File: config.mk
export PLATFORM = sky130hd
export DESIGN_NAME = led_pattern_controller
export DESIGN_NICKNAME = d
export VERILOG_FILES = /design/src/rtl/led_pattern_controller.sv
export SDC_FILE = /design/constraint.sdc
export NUM_CORES = 1
export LEC_CHECK = 0
export CAP_MARGIN = 20
export CORE_MARGIN = 2
export CORE_UTILIZATION = 55
export CTS_BUF_LIST = sky130_fd_sc_hd__clkbuf_16
export DETAILED_ROUTE_END_ITERATION = 8
export PLACE_DENSITY = 0.75
export SETUP_SLACK_MARGIN = 0.2
export SYNTH_ARGS = -nofsm -noshare
export SYNTH_HDL_FRONTEND = slang
export SYNTH_SLANG_ARGS = --single-unit
File: constraint.sdc
create_clock -name i_clk -period 4.79 [get_ports i_clk]
set_clock_uncertainty 0.2 [all_clocks]
set_input_delay 1.437 -clock i_clk [delete_from_list [all_inputs] [get_ports i_clk]]
set_output_delay 1.437 -clock i_clk [all_outputs]
set_load 0.02 [all_outputs]
File: src/rtl/led_pattern_controller.sv
// Command-driven LED pattern sequencer (OFF / BLINK / CHASE / BURST).
// Commands are captured with a ready/valid handshake and applied on the next prescaler tick.
module led_pattern_controller #(
  parameter int NUM_LEDS    = 4,
  parameter int TICK_LIMIT  = 49_999_999,
  parameter int BURST_COUNT = 3
) (
  input  logic                i_clk,
  input  logic                i_rst_n,
  input  logic                i_cmd_valid,
  input  logic [1:0]          i_cmd_mode,
  input  logic [3:0]          i_cmd_rate,
  output logic                o_cmd_ready,
  output logic [1:0]          o_mode,
  output logic [NUM_LEDS-1:0] o_led
);

  // phase  | meaning
  // PH_ON  | burst LEDs lit
  // PH_OFF | burst LEDs dark between pulses
  // PH_GAP | dark pause after the last pulse of a burst
  typedef enum logic [1:0] {PH_ON, PH_OFF, PH_GAP} phase_t;

  localparam int PW = (TICK_LIMIT > 0) ? $clog2(TICK_LIMIT + 1) : 1;
  localparam int BW = (BURST_COUNT > 1) ? $clog2(BURST_COUNT) : 1;

  localparam logic [1:0] MODE_OFF   = 2'd0;
  localparam logic [1:0] MODE_BLINK = 2'd1;
  localparam logic [1:0] MODE_CHASE = 2'd2;
  localparam logic [1:0] MODE_BURST = 2'd3;

  logic [PW-1:0]       presc_q, presc_d;
  logic                pend_q, pend_d;
  logic [1:0]          pend_mode_q, pend_mode_d;
  logic [3:0]          pend_rate_q, pend_rate_d;
  logic [1:0]          mode_q, mode_d;
  logic [3:0]          rate_q, rate_d;
  logic [3:0]          step_cnt_q, step_cnt_d;
  logic [BW-1:0]       burst_cnt_q, burst_cnt_d;
  logic                gap_cnt_q, gap_cnt_d;
  phase_t              phase_q, phase_d;
  logic [NUM_LEDS-1:0] led_q, led_d;

  logic tick;
  logic accept;
  logic apply;
  logic burst_last;

  assign tick       = (presc_q == PW'(TICK_LIMIT));
  assign accept     = i_cmd_valid & ~pend_q;
  // pend_q only rises the cycle after acceptance, so a tick on the accept cycle never applies it
  assign apply      = tick & pend_q;
  assign burst_last = (burst_cnt_q == BW'(BURST_COUNT - 1));
  assign presc_d    = tick ? '0 : presc_q + 1'b1;

  always_comb begin
    pend_d      = pend_q;
    pend_mode_d = pend_mode_q;
    pend_rate_d = pend_rate_q;
    mode_d      = mode_q;
    rate_d      = rate_q;
    step_cnt_d  = step_cnt_q;
    burst_cnt_d = burst_cnt_q;
    gap_cnt_d   = gap_cnt_q;
    phase_d     = phase_q;
    led_d       = led_q;

    if (accept) begin
      pend_d      = 1'b1;
      pend_mode_d = i_cmd_mode;
      pend_rate_d = i_cmd_rate;
    end

    if (apply) begin
      pend_d      = 1'b0;
      mode_d      = pend_mode_q;
      rate_d      = pend_rate_q;
      step_cnt_d  = '0;
      burst_cnt_d = '0;
      gap_cnt_d   = 1'b0;
      phase_d     = PH_ON;
      unique case (pend_mode_q)
        MODE_OFF:   led_d = '0;
        MODE_BLINK: led_d = '1;
        MODE_CHASE: led_d = {{(NUM_LEDS-1){1'b0}}, 1'b1};
        default:    led_d = '1;
      endcase
    end else if (tick) begin
      if (step_cnt_q == rate_q) begin
        step_cnt_d = '0;
        unique case (mode_q)
          MODE_OFF:   led_d = led_q;
          MODE_BLINK: led_d = ~led_q;
          MODE_CHASE: led_d = {led_q[NUM_LEDS-2:0], led_q[NUM_LEDS-1]};
          default: begin
            case (phase_q)
              PH_ON: begin
                phase_d = PH_OFF;
                led_d   = '0;
              end
              PH_OFF: begin
                if (burst_last) begin
                  phase_d     = PH_GAP;
                  led_d       = '0;
                  burst_cnt_d = '0;
                end else begin
                  phase_d     = PH_ON;
                  led_d       = '1;
                  burst_cnt_d = burst_cnt_q + 1'b1;
                end
              end
              PH_GAP: begin
                if (gap_cnt_q) begin
                  phase_d   = PH_ON;
                  led_d     = '1;
                  gap_cnt_d = 1'b0;
                end else begin
                  gap_cnt_d = 1'b1;
                end
              end
              default: begin
                phase_d = PH_ON;
                led_d   = '1;
              end
            endcase
          end
        endcase
      end else begin
        step_cnt_d = step_cnt_q + 1'b1;
      end
    end
  end

  always_ff @(posedge i_clk or negedge i_rst_n) begin
    if (!i_rst_n) begin
      presc_q     <= '0;
      pend_q      <= 1'b0;
      pend_mode_q <= MODE_OFF;
      pend_rate_q <= '0;
      mode_q      <= MODE_OFF;
      rate_q      <= '0;
      step_cnt_q  <= '0;
      burst_cnt_q <= '0;
      gap_cnt_q   <= 1'b0;
      phase_q     <= PH_ON;
      led_q       <= '0;
    end else begin
      presc_q     <= presc_d;
      pend_q      <= pend_d;
      pend_mode_q <= pend_mode_d;
      pend_rate_q <= pend_rate_d;
      mode_q      <= mode_d;
      rate_q      <= rate_d;
      step_cnt_q  <= step_cnt_d;
      burst_cnt_q <= burst_cnt_d;
      gap_cnt_q   <= gap_cnt_d;
      phase_q     <= phase_d;
      led_q       <= led_d;
    end
  end

  assign o_cmd_ready = ~pend_q;
  assign o_mode      = mode_q;
  assign o_led       = led_q;

endmodule

==> run summary, run 1 <==
Status
* **result of the run** completed

Routing
* **mean number of vias per cell** 5.692
* **detailed-routing iteration count for the pre-antenna-repair pass** 4
* **total wire length after detailed routing** 5.429 mm
* **mean routed wirelength per cell** 15.78 um
* **DRC viols** 0
* **via count of the routed design** 1,958
* **antenna viol nets, final** 0
* **Iter 0 DRT Violations** 150

Finish
* **layout filler cell count** 371
* **proportion of layout cells with a drive suffix above 1** 14.80%
* **antenna fix cells** 0
* **area growth from synthesis to final layout** 16.49%
* **nets@finish** 291

Min path
* **endpoint of the worst hold-timing path** presc_q[0]$_DFF_PN0_
* **cell depth of the worst min-delay path** 1
* **HP Start** presc_q[0]$_DFF_PN0_
* **min-delay worst type** register to register

Synth
* **number of cells produced by synthesis** 256
* **flip-flop and latch count after synthesis** 52
* **share of synthesized area occupied by flip-flops and latches** 48.17%
* **dominant cells by area after synthesis** sky130_fd_sc_hd__dfrtp_1, sky130_fd_sc_hd__mux2_2, sky130_fd_sc_hd__xor2_1, sky130_fd_sc_hd__nand3_1, sky130_fd_sc_hd__nor2_1
* **number of distinct library cell variants in the gate-level netlist after synthesis** 44
* **most used flip-flop cell after synthesis** sky130_fd_sc_hd__dfrtp_1
* **Mapped Nets** 271
* **Post-synth ARST share** 100.0%
* **mean instance size in the synthesized netlist** 10.55 um^2
* **number of warnings printed during yosys synthesis** 0
* **number of synthesized flops with an enable pin** 0
* **area share of the largest cell type after synthesis** 48.17%
* **Cell Area, Synth** 0.002701 mm^2
* **cell type with the largest total area after synthesis** sky130_fd_sc_hd__dfrtp_1

Setup path
* **FF-to-FF setup slack** 2150 ps
* **beginning of the worst register-to-register path** presc_q[0]$_DFF_PN0_
* **cell breakdown of the critical path** inv_1 -> clkdlybuf4s50_1
* **critical path class** register to output port
* **element type at the critical path start** register
* **capturing element type of the critical path** output port
* **count of cells along the worst register-to-register path** 6
* **Worst path top cell family by delay** buffers and inverters
* **Buf/Inv on CP** 2
* **capture point of the worst reg-to-reg path** o_led[0]$_DFFE_PN0P_
* **standard cell with the maximum stage delay on the critical path** sky130_fd_sc_hd__clkdlybuf4s50_1
* **endpoint arrival time on the critical path** 1620 ps
* **maximum fanout count along the critical path** 11
* **largest stage delay on the critical path** 630 ps
* **WP data required** 3150 ps

Job
* **total of max-cap violations** 0

STA
* **worst hold-check slack** 289.2 ps
* **Final Max Slew Viols** 0
* **worst slew margin relative to its limit** 45.21%
* **highest clock rate** 307.0 MHz
* **Setup-failing EPs final** 0
* **period utilization** 68.01%
* **Final min period** 3258 ps
* **summed negative setup slack over all endpoints** 0 ps
* **unrepaired setup endpoints after global routing** false
* **actual transition at the worst max-transition pin** 817.4 ps
* **final hold violation count** 0

Floorplanning
* **ports placed on the boundary** 16
* **floorplan die height** 74.08 um
* **starting density of the core** 57.19%
* **floorplan die area** 0.005488 mm^2
* **core area** 0.004723 mm^2
* **Die W** 74.08 um
* **row count** 25

Placement
* **Detailed Place HPWL** 3.656 mm
* **Final Wtd Congestion** 0.8386
* **I/O Buffers** 15

GRT
* **antenna violations before repair** 0
* **first-pass GRT wire length** 8.970 mm
* **Overflow after GRT** 0
* **vias in the first global route** 1,866
* **largest net degree at the start of global routing** 31
* **GRT Overall Usage** 21.46%

Clock tree
* **TritonCTS buffer count** 5
* **CTS clk-pin slew, worst paths** 70 ps
* **Num Clock Sinks** 52
* **CTS tree** built
* **clock root buffer** sky130_fd_sc_hd__clkbuf_16
* **number of hold buffers added after CTS** 0
* **number of resized instances in the post-cts repair step** 0
* **count of buffers added by post-CTS timing repair for setup** 0
* **largest buffer count on any clock path** 2
* **clk_lat worst skew** 290 ps
* **H-tree lvl count** 2

Power and ir drop
* **Pleak** 1.414 nW
* **worst vdd ir** 226.5 uV
* **PwrDens** 312.7 mW/mm^2

kinds of logic after synthesis:
group / after synthesis / share of synthesized area [%]
simple gates: 115 / 24.50
flops: 52 / 48.17
xor+xnor: 27 / 8.754
compound gates: 26 / 5.975
mux: 20 / 8.291
buf+inv: 10 / 1.529
fa+ha+maj: 6 / 2.779
worst register-to-register path: stages (launching register included):
cell                      delay, ps
sky130_fd_sc_hd__dfrtp_1        390
sky130_fd_sc_hd__ha_1           240
sky130_fd_sc_hd__and4_4         250
sky130_fd_sc_hd__nand4_2        130
sky130_fd_sc_hd__or4_4          560
sky130_fd_sc_hd__a21oi_1        380
sky130_fd_sc_hd__mux2_2         390
state kept, by name (all words and copies together), names as in the netlist:
register / count
presc_q: 26
o_led: 4
pend_rate_q: 4
rate_q: 4
step_cnt_q: 4
burst_cnt_q: 2
o_mode: 2
pend_mode_q: 2
phase_q: 2
gap_cnt_q: 1
pend_q: 1
area by class of cell:
| type | instances | area (um^2) | share of cell area [%] |
|---|---|---|---|
| well taps | 67 | 83.83 | 2.664 |
| multi-input cells | 194 | 1359 | 43.18 |
| flip-flops and latches | 52 | 1301 | 41.35 |
| clock inverters | 3 | 90.09 | 2.863 |
| repair buffers | 19 | 172.7 | 5.487 |
| inverters | 4 | 15.01 | 0.4771 |
| clock buffers | 5 | 125.1 | 3.976 |
metrics by stage:
stage | util, % | power [mW] | area [um^2] | worst slack [ps] | cells
after global routing | 66.62 | 1.011 | 3147 | 1465 | 344
after detailed placement | 61.80 | 0.4819 | 2919 | 1725 | 334
after CTS | 66.36 | 0.9890 | 3134 | 1531 | 342
after global placement | 61.80 | 0.4809 | 2919 | 1749 | 334
final | 66.62 | 0.9839 | 3147 | 1532 | 344
after floorplan | - | 0.4635 | 2701 | 2350 | 256
power breakdown:
part           switching [mW]  leakage [nW]  internal, mW
Sequential            0.00516         0.695         0.445
Clock                   0.159         0.104         0.352
Combinational          0.0111         0.614        0.0109
synthesized netlist by cell type, types with 2 or more instances:
library cell and count:
sky130_fd_sc_hd__a21boi_0 5, sky130_fd_sc_hd__a21oi_1 5, sky130_fd_sc_hd__a31oi_1 2, sky130_fd_sc_hd__and2_1 4
sky130_fd_sc_hd__and3_1 6, sky130_fd_sc_hd__and4_1 2, sky130_fd_sc_hd__clkbuf_1 5, sky130_fd_sc_hd__dfrtp_1 52
sky130_fd_sc_hd__ha_1 6, sky130_fd_sc_hd__inv_1 4, sky130_fd_sc_hd__mux2_2 19, sky130_fd_sc_hd__nand2_1 19
sky130_fd_sc_hd__nand2b_1 4, sky130_fd_sc_hd__nand3_1 20, sky130_fd_sc_hd__nand4_1 8, sky130_fd_sc_hd__nand4b_1 2
sky130_fd_sc_hd__nor2_1 22, sky130_fd_sc_hd__nor2b_1 5, sky130_fd_sc_hd__nor3_1 2, sky130_fd_sc_hd__nor4b_1 4
sky130_fd_sc_hd__nor4bb_1 2, sky130_fd_sc_hd__o21ai_0 7, sky130_fd_sc_hd__or4_1 3, sky130_fd_sc_hd__or4_4 3
sky130_fd_sc_hd__xnor2_1 9, sky130_fd_sc_hd__xor2_1 18
worst max path at each step:
stage / startpoint / end / cells after the start
after global routing: pend_q$_DFFE_PN0P_ / o_cmd_ready / 2
after floorplan: i_cmd_valid / pend_mode_q[0]$_DFFE_PN0P_ / 3
after detailed placement: i_cmd_valid / pend_mode_q[1]$_DFFE_PN0P_ / 3
after CTS: pend_q$_DFFE_PN0P_ / o_cmd_ready / 2
after global placement: i_cmd_valid / pend_rate_q[0]$_DFFE_PN0P_ / 3
final: pend_q$_DFFE_PN0P_ / o_cmd_ready / 2
metal layers:
| layer | track usage [%] | vias up | wire (um) |
|---|---|---|---|
| li1 | - | 957 | - |
| met1 | 31.05 | 970 | 2707 |
| met2 | 32.74 | 23 | 2516 |
| met3 | 4.201 | 8 | 123 |
| met4 | 6.869 | 0 | 83 |
| met5 | 0 | - | 0 |
cells in the final DEF (no fill, tap or decap), types with 6 or more instances in the layout:
master | Yosys | routed
sky130_fd_sc_hd__nand4_1 | 8 | 8
sky130_fd_sc_hd__xnor2_1 | 9 | 9
sky130_fd_sc_hd__ha_1 | 6 | 6
sky130_fd_sc_hd__mux2_2 | 19 | 19
sky130_fd_sc_hd__nor2_1 | 22 | 22
sky130_fd_sc_hd__nand3_1 | 20 | 20
sky130_fd_sc_hd__clkdlybuf4s50_1 | 0 | 14
sky130_fd_sc_hd__xor2_1 | 18 | 18
sky130_fd_sc_hd__o21ai_0 | 7 | 7
sky130_fd_sc_hd__nand2_1 | 19 | 19
sky130_fd_sc_hd__dfrtp_1 | 52 | 52
sky130_fd_sc_hd__and3_1 | 6 | 6
Note: power is estimated with default switching activity, not from simulation.
==> run 2, diff against run 1 <==
==> constraint.sdc (replaced) <==
create_clock -name i_clk -period 3.2 [get_ports i_clk]
set_clock_uncertainty 0.2 [all_clocks]
set_input_delay 0.96 -clock i_clk [delete_from_list [all_inputs] [get_ports i_clk]]
set_output_delay 0.96 -clock i_clk [all_outputs]
set_load 0.02 [all_outputs]
==> run summary, run 2 (synthesis results as in run 1) <==
Status
* **result of the run** completed

Finish
* **antenna fix cells** 0
* **sequential cell area** 0.001301 mm^2
* **proportion of layout cells with a drive suffix above 1** 15.05%
* **layout filler cell count** 383
* **commonest cells after routing, fill and taps aside** sky130_fd_sc_hd__dfrtp_1, sky130_fd_sc_hd__nor2_1, sky130_fd_sc_hd__nand3_1
* **flip-flop count of the largest register, all copies and words added** 26
* **Top reg by flops** presc_q
* **nets@finish** 293
* **area of the multi-input gates** 0.001359 mm^2
* **most common cell after layout, fill and taps aside** sky130_fd_sc_hd__dfrtp_1
* **area growth from synthesis to final layout** 14.54%

Routing
* **detailed-routing iteration count for the pre-antenna-repair pass** 4
* **mean number of vias per cell** 5.564
* **DRC viols** 0
* **mean routed wirelength per cell** 14.54 um
* **total wire length after detailed routing** 5.031 mm
* **Iter 0 DRT Violations** 125
* **via count of the routed design** 1,925
* **antenna viol nets, final** 0

Floorplanning
* **core area** 0.004723 mm^2
* **ports placed on the boundary** 16
* **Die W** 74.08 um
* **starting density of the core** 57.19%
* **row count** 25
* **floorplan die height** 74.08 um
* **floorplan die area** 0.005488 mm^2

GRT
* **first-pass GRT wire length** 8.528 mm
* **vias in the first global route** 1,753
* **Overflow after GRT** 0
* **antenna violations before repair** 0
* **largest net degree at the start of global routing** 27
* **GRT Overall Usage** 20.59%

Placement
* **Detailed Place HPWL** 3.627 mm
* **Final Wtd Congestion** 0.8908
* **setup slack after placement** 585.4 ps
* **I/O Buffers** 15

STA
* **unrepaired setup endpoints after global routing** false
* **highest clock rate** 355.8 MHz
* **Final min period** 2811 ps
* **final hold violation count** 0
* **Final Max Slew Viols** 0
* **period utilization** 87.84%
* **worst slew margin relative to its limit** 60.55%
* **actual transition at the worst max-transition pin** 591.7 ps
* **summed negative setup slack over all endpoints** 0 ps
* **post-route setup slack** 389.2 ps
* **Setup-failing EPs final** 0

Min path
* **min-delay worst type** register to register
* **HP Start** presc_q[0]$_DFF_PN0_

Clock tree
* **count of buffers added by post-CTS timing repair for setup** 0
* **clock root buffer** sky130_fd_sc_hd__clkbuf_16
* **largest buffer count on any clock path** 2
* **Num Clock Sinks** 52
* **H-tree lvl count** 2
* **TritonCTS buffer count** 5
* **number of hold buffers added after CTS** 0
* **CTS clk-pin slew, worst paths** 70 ps
* **number of resized instances in the post-cts repair step** 0
* **clk_lat worst skew** 290 ps
* **CTS tree** built

Setup path
* **maximum fanout count along the critical path** 11
* **critical path class** register to output port
* **Critical Path End** o_cmd_ready
* **cell breakdown of the critical path** inv_1 -> clkdlybuf4s50_1
* **critical path depth in cells** 2
* **count of cells along the worst register-to-register path** 6
* **beginning of the worst register-to-register path** presc_q[0]$_DFF_PN0_
* **element type at the critical path start** register
* **Worst setup startpoint** pend_q$_DFFE_PN0P_
* **WP data required** 2040 ps
* **FF-to-FF setup slack** 620 ps
* **largest stage delay on the critical path** 640 ps
* **standard cell with the maximum stage delay on the critical path** sky130_fd_sc_hd__clkdlybuf4s50_1
* **capturing element type of the critical path** output port
* **endpoint arrival time on the critical path** 1650 ps
* **Buf/Inv on CP** 2
* **capture point of the worst reg-to-reg path** o_led[0]$_DFFE_PN0P_
* **Worst path top cell family by delay** buffers and inverters

Power and ir drop
* **power consumption** 1.227 mW
* **worst vdd ir** 318.5 uV
* **PwrDens** 396.6 mW/mm^2
* **Pleak** 1.390 nW

Job
* **total of max-cap violations** 0

-- run 2: cell types whose count changed in the layout (fill, tap and decap cells not counted) --
cell and delta:
sky130_fd_sc_hd__clkinvlp_4 +1, sky130_fd_sc_hd__clkinv_4 +1, sky130_fd_sc_hd__bufinv_16 -3, sky130_fd_sc_hd__buf_4 +4, sky130_fd_sc_hd__inv_1 +1, sky130_fd_sc_hd__buf_2 -1
sky130_fd_sc_hd__clkbuf_4 -1
-- run 2: where the power goes --
part	internal (mW)	total, mW	switching (mW)
logic	0.0172	0.0332	0.0161
registers	0.667	0.674	0.00723
clock network	0.288	0.520	0.231
-- run 2: per-layer routing --
metal  wire [um]  up-vias  GRT usage [%]
li1            -      963              -
met1        2494      923          31.39
met2        2317       32          30.16
met3         165        7          4.065
met4          55        0          5.455
met5           0        -              0
-- run 2: worst min path at each step --
stage                      endpoint  slack (ps)  cells after the start
2_1_floorplan  presc_q[0]$_DFF_PN0_         250                      1
3_3_place_gp   presc_q[0]$_DFF_PN0_         270                      1
3_5_place_dp   presc_q[0]$_DFF_PN0_         290                      1
4_1_cts        presc_q[0]$_DFF_PN0_         300                      1
5_1_grt        presc_q[0]$_DFF_PN0_         320                      1
6_report       presc_q[0]$_DFF_PN0_         290                      1
-- run 2: cell type report --
type	count	share of cell area, %
well taps	67	2.709
clock buffers	5	4.044
clock inverters	3	0.6470
inverters	4	0.4852
flip-flops and latches	52	42.05
repair buffers	21	6.146
multi-input cells	194	43.91
-- run 2: through the flow --
stage          util (%)  hold WS (ps)  instances  area (um^2)
2_1_floorplan         -         254.9        256         2701
5_1_grt           65.51         316.8        346         3094
3_3_place_gp      62.44         268.7        338         2949
3_5_place_dp      62.44         288.3        338         2949
6_report          65.51         291.5        346         3094
4_1_cts           65.51         297.7        346         3094
-- run 2: worst register-to-register path: cells and delay by family (launching register included) --
kind,cells,cell delay [ps]
compound gates,1,360
fa+ha+maj,1,230
flops,1,390
simple gates,3,900
mux,1,380
==> run 3, diff against run 2 <==
--- a/config.mk
+++ b/config.mk
@@ -6,7 +6,7 @@
 export NUM_CORES = 1
 export LEC_CHECK = 0
 export CAP_MARGIN = 20
-export CORE_MARGIN = 2
+export CORE_MARGIN = 3
 export CORE_UTILIZATION = 55
 export CTS_BUF_LIST = sky130_fd_sc_hd__clkbuf_16
 export DETAILED_ROUTE_END_ITERATION = 8
==> run summary, run 3 (synthesis results as in run 1) <==
Status
* **result of the run** completed

Clock tree
* **largest buffer count on any clock path** 2
* **number of resized instances in the post-cts repair step** 0
* **number of hold buffers added after CTS** 0
* **clock root buffer** sky130_fd_sc_hd__clkbuf_16
* **Num Clock Sinks** 52
* **H-tree lvl count** 2
* **TritonCTS buffer count** 5
* **CTS tree** built
* **clk_lat worst skew** 290 ps
* **count of buffers added by post-CTS timing repair for setup** 0
* **CTS clk-pin slew, worst paths** 70 ps

Setup path
* **Buf/Inv on CP** 2
* **endpoint arrival time on the critical path** 1680 ps
* **critical path depth in cells** 2
* **maximum fanout count along the critical path** 11
* **critical path class** register to output port
* **capturing element type of the critical path** output port
* **element type at the critical path start** register
* **capture point of the worst reg-to-reg path** o_led[0]$_DFFE_PN0P_
* **FF-to-FF setup slack** 610 ps
* **Critical Path End** o_cmd_ready
* **largest stage delay on the critical path** 640 ps
* **Worst setup startpoint** pend_q$_DFFE_PN0P_
* **cell breakdown of the critical path** inv_1 -> clkdlybuf4s50_1
* **count of cells along the worst register-to-register path** 6
* **beginning of the worst register-to-register path** presc_q[0]$_DFF_PN0_
* **WP data required** 2040 ps
* **standard cell with the maximum stage delay on the critical path** sky130_fd_sc_hd__clkdlybuf4s50_1
* **Worst path top cell family by delay** buffers and inverters

GRT
* **antenna violations before repair** 0
* **GRT Overall Usage** 19.79%
* **first-pass GRT wire length** 9.363 mm
* **largest net degree at the start of global routing** 26
* **Overflow after GRT** 0
* **vias in the first global route** 1,902

Finish
* **nets@finish** 293
* **area of the multi-input gates** 0.001359 mm^2
* **area growth from synthesis to final layout** 15.47%
* **commonest cells after routing, fill and taps aside** sky130_fd_sc_hd__dfrtp_1, sky130_fd_sc_hd__nor2_1, sky130_fd_sc_hd__nand3_1
* **sequential cell area** 0.001301 mm^2
* **antenna fix cells** 0
* **most common cell after layout, fill and taps aside** sky130_fd_sc_hd__dfrtp_1
* **layout filler cell count** 351
* **proportion of layout cells with a drive suffix above 1** 15.41%
* **post-route cell area** 0.003119 mm^2
* **flip-flop count of the largest register, all copies and words added** 26
* **Top reg by flops** presc_q

Floorplanning
* **row count** 24
* **core area** 0.004534 mm^2
* **floorplan die height** 76.08 um
* **floorplan die area** 0.005788 mm^2
* **starting density of the core** 59.58%
* **Die W** 76.08 um
* **ports placed on the boundary** 16

STA
* **worst slew margin relative to its limit** 62.72%
* **Final Max Slew Viols** 0
* **unrepaired setup endpoints after global routing** false
* **actual transition at the worst max-transition pin** 556.2 ps
* **summed negative setup slack over all endpoints** 0 ps
* **Setup-failing EPs final** 0
* **final hold violation count** 0
* **highest clock rate** 352.7 MHz
* **period utilization** 88.61%
* **Final min period** 2836 ps

Routing
* **mean number of vias per cell** 5.640
* **antenna viol nets, final** 0
* **detailed-routing iteration count for the pre-antenna-repair pass** 4
* **mean routed wirelength per cell** 15.73 um
* **DRC viols** 0
* **Iter 0 DRT Violations** 130
* **total wire length after detailed routing** 5.411 mm
* **via count of the routed design** 1,940

Min path
* **min-delay worst type** register to register

Power and ir drop
* **worst vdd ir** 367.2 uV
* **Pleak** 1.403 nW
* **PwrDens** 423.4 mW/mm^2

Placement
* **Final Wtd Congestion** 0.8169
* **I/O Buffers** 15
* **cell area after placement** 0.002947 mm^2
* **Detailed Place HPWL** 3.833 mm

Job
* **total of max-cap violations** 0

==> run 3: area by class of cell <==
type	instances	area share, %
clock inverters	3	1.524
flip-flops and latches	52	41.72
repair buffers	21	6.097
clock buffers	5	4.011
well taps	65	2.607
inverters	4	0.4813
multi-input cells	194	43.56
==> run 3: worst min-delay path by stage <==
stage | cells after the start | endpoint | from | slack [ps]
5_1_grt | 1 | pend_rate_q[2]$_DFFE_PN0P_ | pend_rate_q[2]$_DFFE_PN0P_ | 330
6_report | 1 | presc_q[0]$_DFF_PN0_ | presc_q[0]$_DFF_PN0_ | 280
2_1_floorplan | 1 | presc_q[0]$_DFF_PN0_ | presc_q[0]$_DFF_PN0_ | 250
3_5_place_dp | 1 | presc_q[0]$_DFF_PN0_ | presc_q[0]$_DFF_PN0_ | 280
4_1_cts | 1 | presc_q[0]$_DFF_PN0_ | presc_q[0]$_DFF_PN0_ | 290
3_3_place_gp | 1 | presc_q[0]$_DFF_PN0_ | presc_q[0]$_DFF_PN0_ | 270
==> run 3: stage by stage <==
step | hold WS [ps] | worst slack, ps | utilization (%) | instances | total power, mW
after floorplan | 254.9 | 809.1 | - | 256 | 0.6937
final | 282.8 | 364.4 | 68.79 | 344 | 1.321
after CTS | 291.5 | 367.1 | 68.79 | 344 | 1.333
after detailed placement | 282.8 | 559.0 | 64.98 | 336 | 0.7232
after global routing | 325.3 | 295.1 | 68.79 | 344 | 1.370
after global placement | 267.6 | 612.5 | 64.98 | 336 | 0.7202
==> run 3: power by group <==
part | internal [mW] | total (mW) | switching [mW]
Clock | 0.372 | 0.612 | 0.240
Combinational | 0.0173 | 0.0345 | 0.0172
Sequential | 0.667 | 0.674 | 0.00769
==> run 3: routing by layer <==
metal | track usage, % | up-vias | share of wire [%]
li1 | - | 964 | -
met3 | 4.019 | 4 | 3.0
met5 | 0 | - | 0
met1 | 28.27 | 943 | 48
met4 | 3.261 | 0 | 0.63
met2 | 31.91 | 29 | 48
